--- src/rtl/wyswietlanie_rpm_wielocyfrowe.sv ---
// Multiplexed N-digit 7-segment rpm display driver.
// A sequential double-dabble engine converts the binary rpm value to BCD before it is shown.
module wyswietlanie_rpm_wielocyfrowe #(
  parameter int RPM_W       = 7,
  parameter int N_DIGITS    = 2,
  parameter int REFRESH_DIV = 50000,
  parameter int BLANK_LZ    = 1,
  parameter int ACTIVE_LOW  = 0
) (
  input  logic                clk,
  input  logic                rst_n,
  input  logic [RPM_W-1:0]    rpm,
  input  logic                rpm_valid,
  output logic                busy,
  output logic [7:0]          seven_segmented_display,
  output logic [N_DIGITS-1:0] zalaczony_wyswietlacz
);

  localparam int BW = 4 * N_DIGITS;
  localparam int CW = $clog2(RPM_W + 1);
  localparam int PW = (REFRESH_DIV > 1) ? $clog2(REFRESH_DIV) : 1;
  localparam int DW = (N_DIGITS > 1) ? $clog2(N_DIGITS) : 1;

  localparam logic [31:0]         MAX_VAL  = 32'(10 ** N_DIGITS - 1);
  localparam logic [CW-1:0]       CNT_LAST = CW'(RPM_W - 1);
  localparam logic [PW-1:0]       PRE_LAST = PW'(REFRESH_DIV - 1);
  localparam logic [DW-1:0]       DIG_LAST = DW'(N_DIGITS - 1);
  localparam logic [7:0]          SEG_POL  = (ACTIVE_LOW != 0) ? 8'hFF : 8'h00;
  localparam logic [N_DIGITS-1:0] EN_POL   = (ACTIVE_LOW != 0) ? {N_DIGITS{1'b1}} : {N_DIGITS{1'b0}};
  localparam logic [7:0]          SEG_RST  = 8'h3F ^ SEG_POL;
  localparam logic [N_DIGITS-1:0] EN_RST   = N_DIGITS'(1) ^ EN_POL;

  typedef enum logic [1:0] {IDLE, SHIFT, COMMIT} state_t;

  state_t              state_q, state_d;
  logic [RPM_W-1:0]    bin_q, bin_d;
  logic [BW-1:0]       bcd_q, bcd_d, bcd_adj;
  logic [CW-1:0]       cnt_q, cnt_d;
  logic                ovf_q, ovf_d;
  logic [BW-1:0]       disp_bcd_q, disp_bcd_d;
  logic                disp_ovf_q, disp_ovf_d;
  logic [PW-1:0]       pre_q, pre_d;
  logic [DW-1:0]       dig_q, dig_d;
  logic [7:0]          seg_q, seg_d, seg_raw, seg_k;
  logic [N_DIGITS-1:0] en_q, en_d;
  logic [3:0]          nib;
  logic                hi_zero;

  function automatic logic [7:0] seg7(input logic [3:0] n);
    case (n)
      4'd0: seg7 = 8'h3F;
      4'd1: seg7 = 8'h06;
      4'd2: seg7 = 8'h5B;
      4'd3: seg7 = 8'h4F;
      4'd4: seg7 = 8'h66;
      4'd5: seg7 = 8'h6D;
      4'd6: seg7 = 8'h7D;
      4'd7: seg7 = 8'h07;
      4'd8: seg7 = 8'h7F;
      4'd9: seg7 = 8'h6F;
      default: seg7 = 8'h00;
    endcase
  endfunction

  // Add-3 correction applied to every nibble before each shift.
  genvar gi;
  generate
    for (gi = 0; gi < N_DIGITS; gi++) begin : g_adj
      assign bcd_adj[4*gi +: 4] = (bcd_q[4*gi +: 4] >= 4'd5) ? bcd_q[4*gi +: 4] + 4'd3
                                                             : bcd_q[4*gi +: 4];
    end
  endgenerate

  always_comb begin
    state_d    = state_q;
    bin_d      = bin_q;
    bcd_d      = bcd_q;
    cnt_d      = cnt_q;
    ovf_d      = ovf_q;
    disp_bcd_d = disp_bcd_q;
    disp_ovf_d = disp_ovf_q;
    case (state_q)
      IDLE: begin
        if (rpm_valid) begin
          bin_d   = rpm;
          ovf_d   = (32'(rpm) > MAX_VAL);
          bcd_d   = '0;
          cnt_d   = '0;
          state_d = SHIFT;
        end
      end
      SHIFT: begin
        {bcd_d, bin_d} = {bcd_adj[BW-2:0], bin_q, 1'b0};
        cnt_d          = cnt_q + 1'b1;
        if (cnt_q == CNT_LAST) state_d = COMMIT;
      end
      COMMIT: begin
        disp_bcd_d = bcd_q;
        disp_ovf_d = ovf_q;
        state_d    = IDLE;
      end
      default: state_d = IDLE;
    endcase
  end

  always_comb begin
    pre_d = pre_q + 1'b1;
    dig_d = dig_q;
    if (pre_q == PRE_LAST) begin
      pre_d = '0;
      dig_d = (dig_q == DIG_LAST) ? '0 : dig_q + 1'b1;
    end
  end

  // Decode from the next-cycle display value so a commit and the outputs land on the same edge.
  always_comb begin
    hi_zero = 1'b1;
    seg_raw = 8'h00;
    nib     = 4'd0;
    seg_k   = 8'h00;
    for (int k = N_DIGITS - 1; k >= 0; k--) begin
      nib     = disp_bcd_d[4*k +: 4];
      hi_zero = hi_zero & (nib == 4'd0);
      if (disp_ovf_d)
        seg_k = 8'h40;
      else if ((BLANK_LZ != 0) && (k > 0) && hi_zero)
        seg_k = 8'h00;
      else
        seg_k = seg7(nib);
      if (DW'(k) == dig_d) seg_raw = seg_k;
    end
    seg_d = seg_raw ^ SEG_POL;
    en_d  = (N_DIGITS'(1) << dig_d) ^ EN_POL;
  end

  always_ff @(posedge clk or negedge rst_n) begin
    if (!rst_n) begin
      state_q    <= IDLE;
      bin_q      <= '0;
      bcd_q      <= '0;
      cnt_q      <= '0;
      ovf_q      <= 1'b0;
      disp_bcd_q <= '0;
      disp_ovf_q <= 1'b0;
      pre_q      <= '0;
      dig_q      <= '0;
      seg_q      <= SEG_RST;
      en_q       <= EN_RST;
    end else begin
      state_q    <= state_d;
      bin_q      <= bin_d;
      bcd_q      <= bcd_d;
      cnt_q      <= cnt_d;
      ovf_q      <= ovf_d;
      disp_bcd_q <= disp_bcd_d;
      disp_ovf_q <= disp_ovf_d;
      pre_q      <= pre_d;
      dig_q      <= dig_d;
      seg_q      <= seg_d;
      en_q       <= en_d;
    end
  end

  assign busy                    = (state_q != IDLE);
  assign seven_segmented_display = seg_q;
  assign zalaczony_wyswietlacz   = en_q;

endmodule

--- config.mk ---
export PLATFORM = sky130hd
export DESIGN_NAME = wyswietlanie_rpm_wielocyfrowe
export DESIGN_NICKNAME = d
export VERILOG_FILES = /design/src/rtl/wyswietlanie_rpm_wielocyfrowe.sv
export SDC_FILE = /design/constraint.sdc
export NUM_CORES = 1
export LEC_CHECK = 0
export CAP_MARGIN = 10
export CORE_MARGIN = 2
export CORE_UTILIZATION = 25
export CTS_BUF_LIST = sky130_fd_sc_hd__clkbuf_4 sky130_fd_sc_hd__clkbuf_8
export DETAILED_ROUTE_END_ITERATION = 8
export PLACE_DENSITY_LB_ADDON = 0.15
export SETUP_SLACK_MARGIN = 0.2
export SYNTH_ARGS = -nofsm -noshare
export SYNTH_HDL_FRONTEND = slang
export SYNTH_SLANG_ARGS = --single-unit
--- constraint.sdc ---
create_clock -name clk -period 2.2 [get_ports clk]
set_input_delay 0.44 -clock clk [delete_from_list [all_inputs] [get_ports clk]]
set_output_delay 0.44 -clock clk [all_outputs]
set_load 0.01 [all_outputs]
==> results.md <==
### Synth
* number of register bits inferred by synthesis: 55
* average cell area after synthesis: 10.2 sq um
* Synth Cell Area: 2970 sq um
* yosys warns: 0
* Post-Synthesis Cells: 291
* net count of the mapped netlist: 316
* async set or reset register ratio after synthesis: 100%
* dominant cells by area after synthesis: sky130_fd_sc_hd__dfrtp_1 40%, sky130_fd_sc_hd__ha_1 6.3%, sky130_fd_sc_hd__dfstp_2 6.2%
* largest area contributor in the synthesized netlist: sky130_fd_sc_hd__dfrtp_1
* proportion of netlist area held by the largest area contributor: 40.5%
* proportion of synthesized chip area in sequential cells: 46.7%
* most instantiated flip-flop cell in the synthesis netlist: sky130_fd_sc_hd__dfrtp_1
* number of distinct library cells after synthesis: 53
* number of synthesized flops with an enable pin: 0

### Setup path
* classification of the worst setup path: reg2reg
* Data required, critical path: 2.40 ns
* capture point of the worst path: seven_segmented_display[6]
* type of element capturing the critical path: flop
* register-to-register path setup slack: 0.23 ns
* critical path arrival: 2.17 ns
* origin of the worst setup path: state_q[1]
* launching element type of the critical path: flop
* number of cell instances on the worst register-to-register path: 8
* startpoint of the most critical register-to-register path: state_q[1]
* Max Fanout on Critical Path: 11
* worst flop-to-flop path endpoint: seven_segmented_display[6]

### Placed design
* RePlAce Congestion: 0.723
* post-detailed-placement half-perimeter wirelength: 4.60 mm
* count of buffers inserted at the top-level ports: 19

### Clocking
* register clock-pin slew on the reported worst setup and hold paths: 0.11 ns
* count of hold buffers inserted by post-cts repair: 0
* Max H-tree Level: 2
* maximum buffer depth of the clock tree: 2
* clock tree from TritonCTS: built
* CTS Sinks: 55
* CTS Root Cell: sky130_fd_sc_hd__clkbuf_8
* TritonCTS Buffers: 5
* clock latency of the later-clocked register in the worst-skew pair: 0.32 ns

### Cells and area
* core utilization of the finished layout: 31.4%
* Post-layout nets: 352
* proportion of layout cells with a drive suffix above 1: 19.5%
* antenna diode count: 0
* P&R area growth vs syn: 21.8%

### Die
* Core Footprint: 11500 sq um
* total die area: 12800 sq um
* Ports: 21
* count of standard-cell rows: 39
* effective utilization at floorplan: 25.8%
* Die Span X: 113 um
* die height: 113 um

### Timing
* min cycle time layout: 1.97 ns
* slew at the pin closest to its max-slew limit: 0.523 ns
* number of pins with negative max-slew slack in the final report: 0
* final setup violation count: 0
* Max transition margin: 64.8%
* total negative setup slack: 0 ns
* worst clock skew: 0.00965 ns
* unrepaired setup endpoints after global routing: yes
* top achievable clock speed: 507 MHz
* final hold slack: 0.0221 ns
* part of the cycle the worst path needs: 89.6%
* number of hold-slack violations in the final timing report: 0

### Drt
* DRT Pass-1 Iters: 4
* Vias/cell: 4.66
* drt first-iter violations: 95
* Detailed Route WL: 6.34 mm
* total number of vias: 2194
* average detailed-routed wire length per instance: 13.5 um
* DRT antenna net count: 0
* DRC violations left: 0

### Power and ir drop
* share of power burned in combinational logic: 46.5%
* switching part of the total power: 39.4%
* total power draw: 4020 uW
* switching power: 1580 uW
* static leakage: 0.00155 uW
* Pint: 2430 uW
* proportion of power drawn by flip-flops and latches: 39.0%
* pwr/cell area: 1110 nW/um^2
* power share of the clock group: 14.5%
* Max VDD drop: 0.000411 V

### Global routing
* first-pass GRT wire length: 10.6 mm
* met1 layer usage reported by global route: 13.6%
* global-route usage over all layers: 10.4%
* largest net degree at the start of global routing: 32
* antenna violations before repair: 0
* global-route congestion overflow total: 0
* Global Route met2 Usage: 17.3%
* met3 track demand over resource: 2.41%
* global route hottest layer: met2
* number of global-route vias before repair: 2112

### Hold path
* Tightest Hold Check Type: in2async

### Job
* Max-Cap Viols: 0

### Run status
* outcome: finished clean

## placed cells by master, fill, tap and decap left out, drive strengths merged, types with 3 or more instances in the layout
| master | n |
|---|---|
| a31oi | 6 |
| inv | 17 |
| clkdlybuf4s50 | 18 |
| o21ai | 14 |
| and3 | 3 |
| xor2 | 9 |
| nor3 | 4 |
| a21oi | 9 |
| clkbuf | 5 |
| nor2 | 28 |
| a211oi | 3 |
| o22ai | 3 |
| buf | 22 |
| nand2b | 7 |
| dfstp | 7 |
| nand3 | 18 |
| xnor2 | 8 |
| dfrtp | 48 |
| mux2i | 12 |
| nand2 | 30 |
| ha | 15 |
| mux2 | 5 |
| o31ai | 4 |
## cell usage after synthesis, types with 7 or more instances
| cell | instances |
|---|---|
| sky130_fd_sc_hd__a21oi_1 | 9 |
| sky130_fd_sc_hd__dfrtp_1 | 48 |
| sky130_fd_sc_hd__dfstp_2 | 7 |
| sky130_fd_sc_hd__ha_1 | 15 |
| sky130_fd_sc_hd__inv_1 | 15 |
| sky130_fd_sc_hd__mux2i_1 | 10 |
| sky130_fd_sc_hd__nand2_1 | 30 |
| sky130_fd_sc_hd__nand2b_1 | 7 |
| sky130_fd_sc_hd__nand3_1 | 18 |
| sky130_fd_sc_hd__nor2_1 | 28 |
| sky130_fd_sc_hd__o21ai_0 | 14 |
| sky130_fd_sc_hd__xnor2_1 | 8 |
| sky130_fd_sc_hd__xor2_1 | 8 |
## critical path, stage by stage (launching register included)
cell and delay, ns:
sky130_fd_sc_hd__dfrtp_1 0.41, sky130_fd_sc_hd__nor2b_4 0.18, sky130_fd_sc_hd__buf_12 0.16, sky130_fd_sc_hd__mux2_2 0.36
sky130_fd_sc_hd__inv_2 0.09, sky130_fd_sc_hd__ha_4 0.17, sky130_fd_sc_hd__a21oi_1 0.10, sky130_fd_sc_hd__a2111oi_4 0.31
sky130_fd_sc_hd__nor2_1 0.07
## kinds of logic (layout without fill, tap and decap cells)
family / Yosys count / after routing / synth area share [%]
buffers and inverters: 28 / 65 / 4.51
multiplexers: 17 / 17 / 6.49
AND/OR/NAND/NOR: 104 / 104 / 17.2
other: 1 / 1 / 0.126
flip-flops: 55 / 55 / 46.7
AO/OA/AOI/OAI: 54 / 54 / 13.0
XOR/XNOR: 17 / 17 / 5.65
adder cells (fa/ha/maj): 15 / 15 / 6.32
## final cells by class
| type | instances | area, sq um |
|---|---|---|
| tap | 143 | 179 |
| fill | 1199 | 7900 |
| timing repair buffer | 40 | 368 |
| multi-input combinational | 208 | 1530 |
| inverter | 17 | 66.3 |
| sequential | 55 | 1390 |
| clock inverter | 3 | 20.0 |
| clock buffer | 5 | 68.8 |
## through the flow
stage	worst slack [ns]	area, sq um	instances
6_report	0.228	3610	471
5_1_grt	0.119	3610	471
4_1_cts	0.204	3550	468
3_5_place_dp	0.142	3430	457
3_3_place_gp	0.168	3430	457
2_1_floorplan	0.204	3000	291
## power by group through the flow
| stage | sequential, uW | clock (uW) | combinational [uW] |
|---|---|---|---|
| 2_1_floorplan | 1540 | 0 | 1250 |
| 3_3_place_gp | 1570 | 0 | 1800 |
| 3_5_place_dp | 1570 | 0 | 1810 |
| 4_1_cts | 1560 | 618 | 1830 |
| 5_1_grt | 1610 | 647 | 2120 |
| 6_report | 1560 | 583 | 1870 |
## sequential cells by signal (all words and copies together), names as in the netlist
name	count
cnt_q	3
ovf_q	1
disp_bcd_q	8
seven_segmented_display	7
disp_ovf_q	1
pre_q	16
zalaczony_wyswietlacz	1
state_q	2
dig_q	1
bin_q	7
bcd_q	8
## worst min-delay path by stage
stage,slack [ns],end
final,0.02,pre_q[5]
after global placement,0.37,pre_q[9]
after detailed placement,0.38,pre_q[9]
after global routing,0.03,pre_q[5]
after floorplan,0.14,bcd_q[0]
after CTS,0.02,pre_q[9]
## metal layers
metal	share of wire, %	vias to the layer above
met2	49	22
met1	47	1080
met5	0	-
met4	0.95	0
li1	-	1088
met3	2.5	4
## timing repair
| action | 4_1_cts | 5_1_grt |
|---|---|---|
| setup buffers | 3 | 3 |
| pin swaps | 0 | 0 |
| endpoints found under the setup margin | 4 | 8 |
| hold endpoints to repair | 0 | 0 |
| resized for setup | 3 | 10 |
Note: power is estimated with default switching activity, not from simulation.
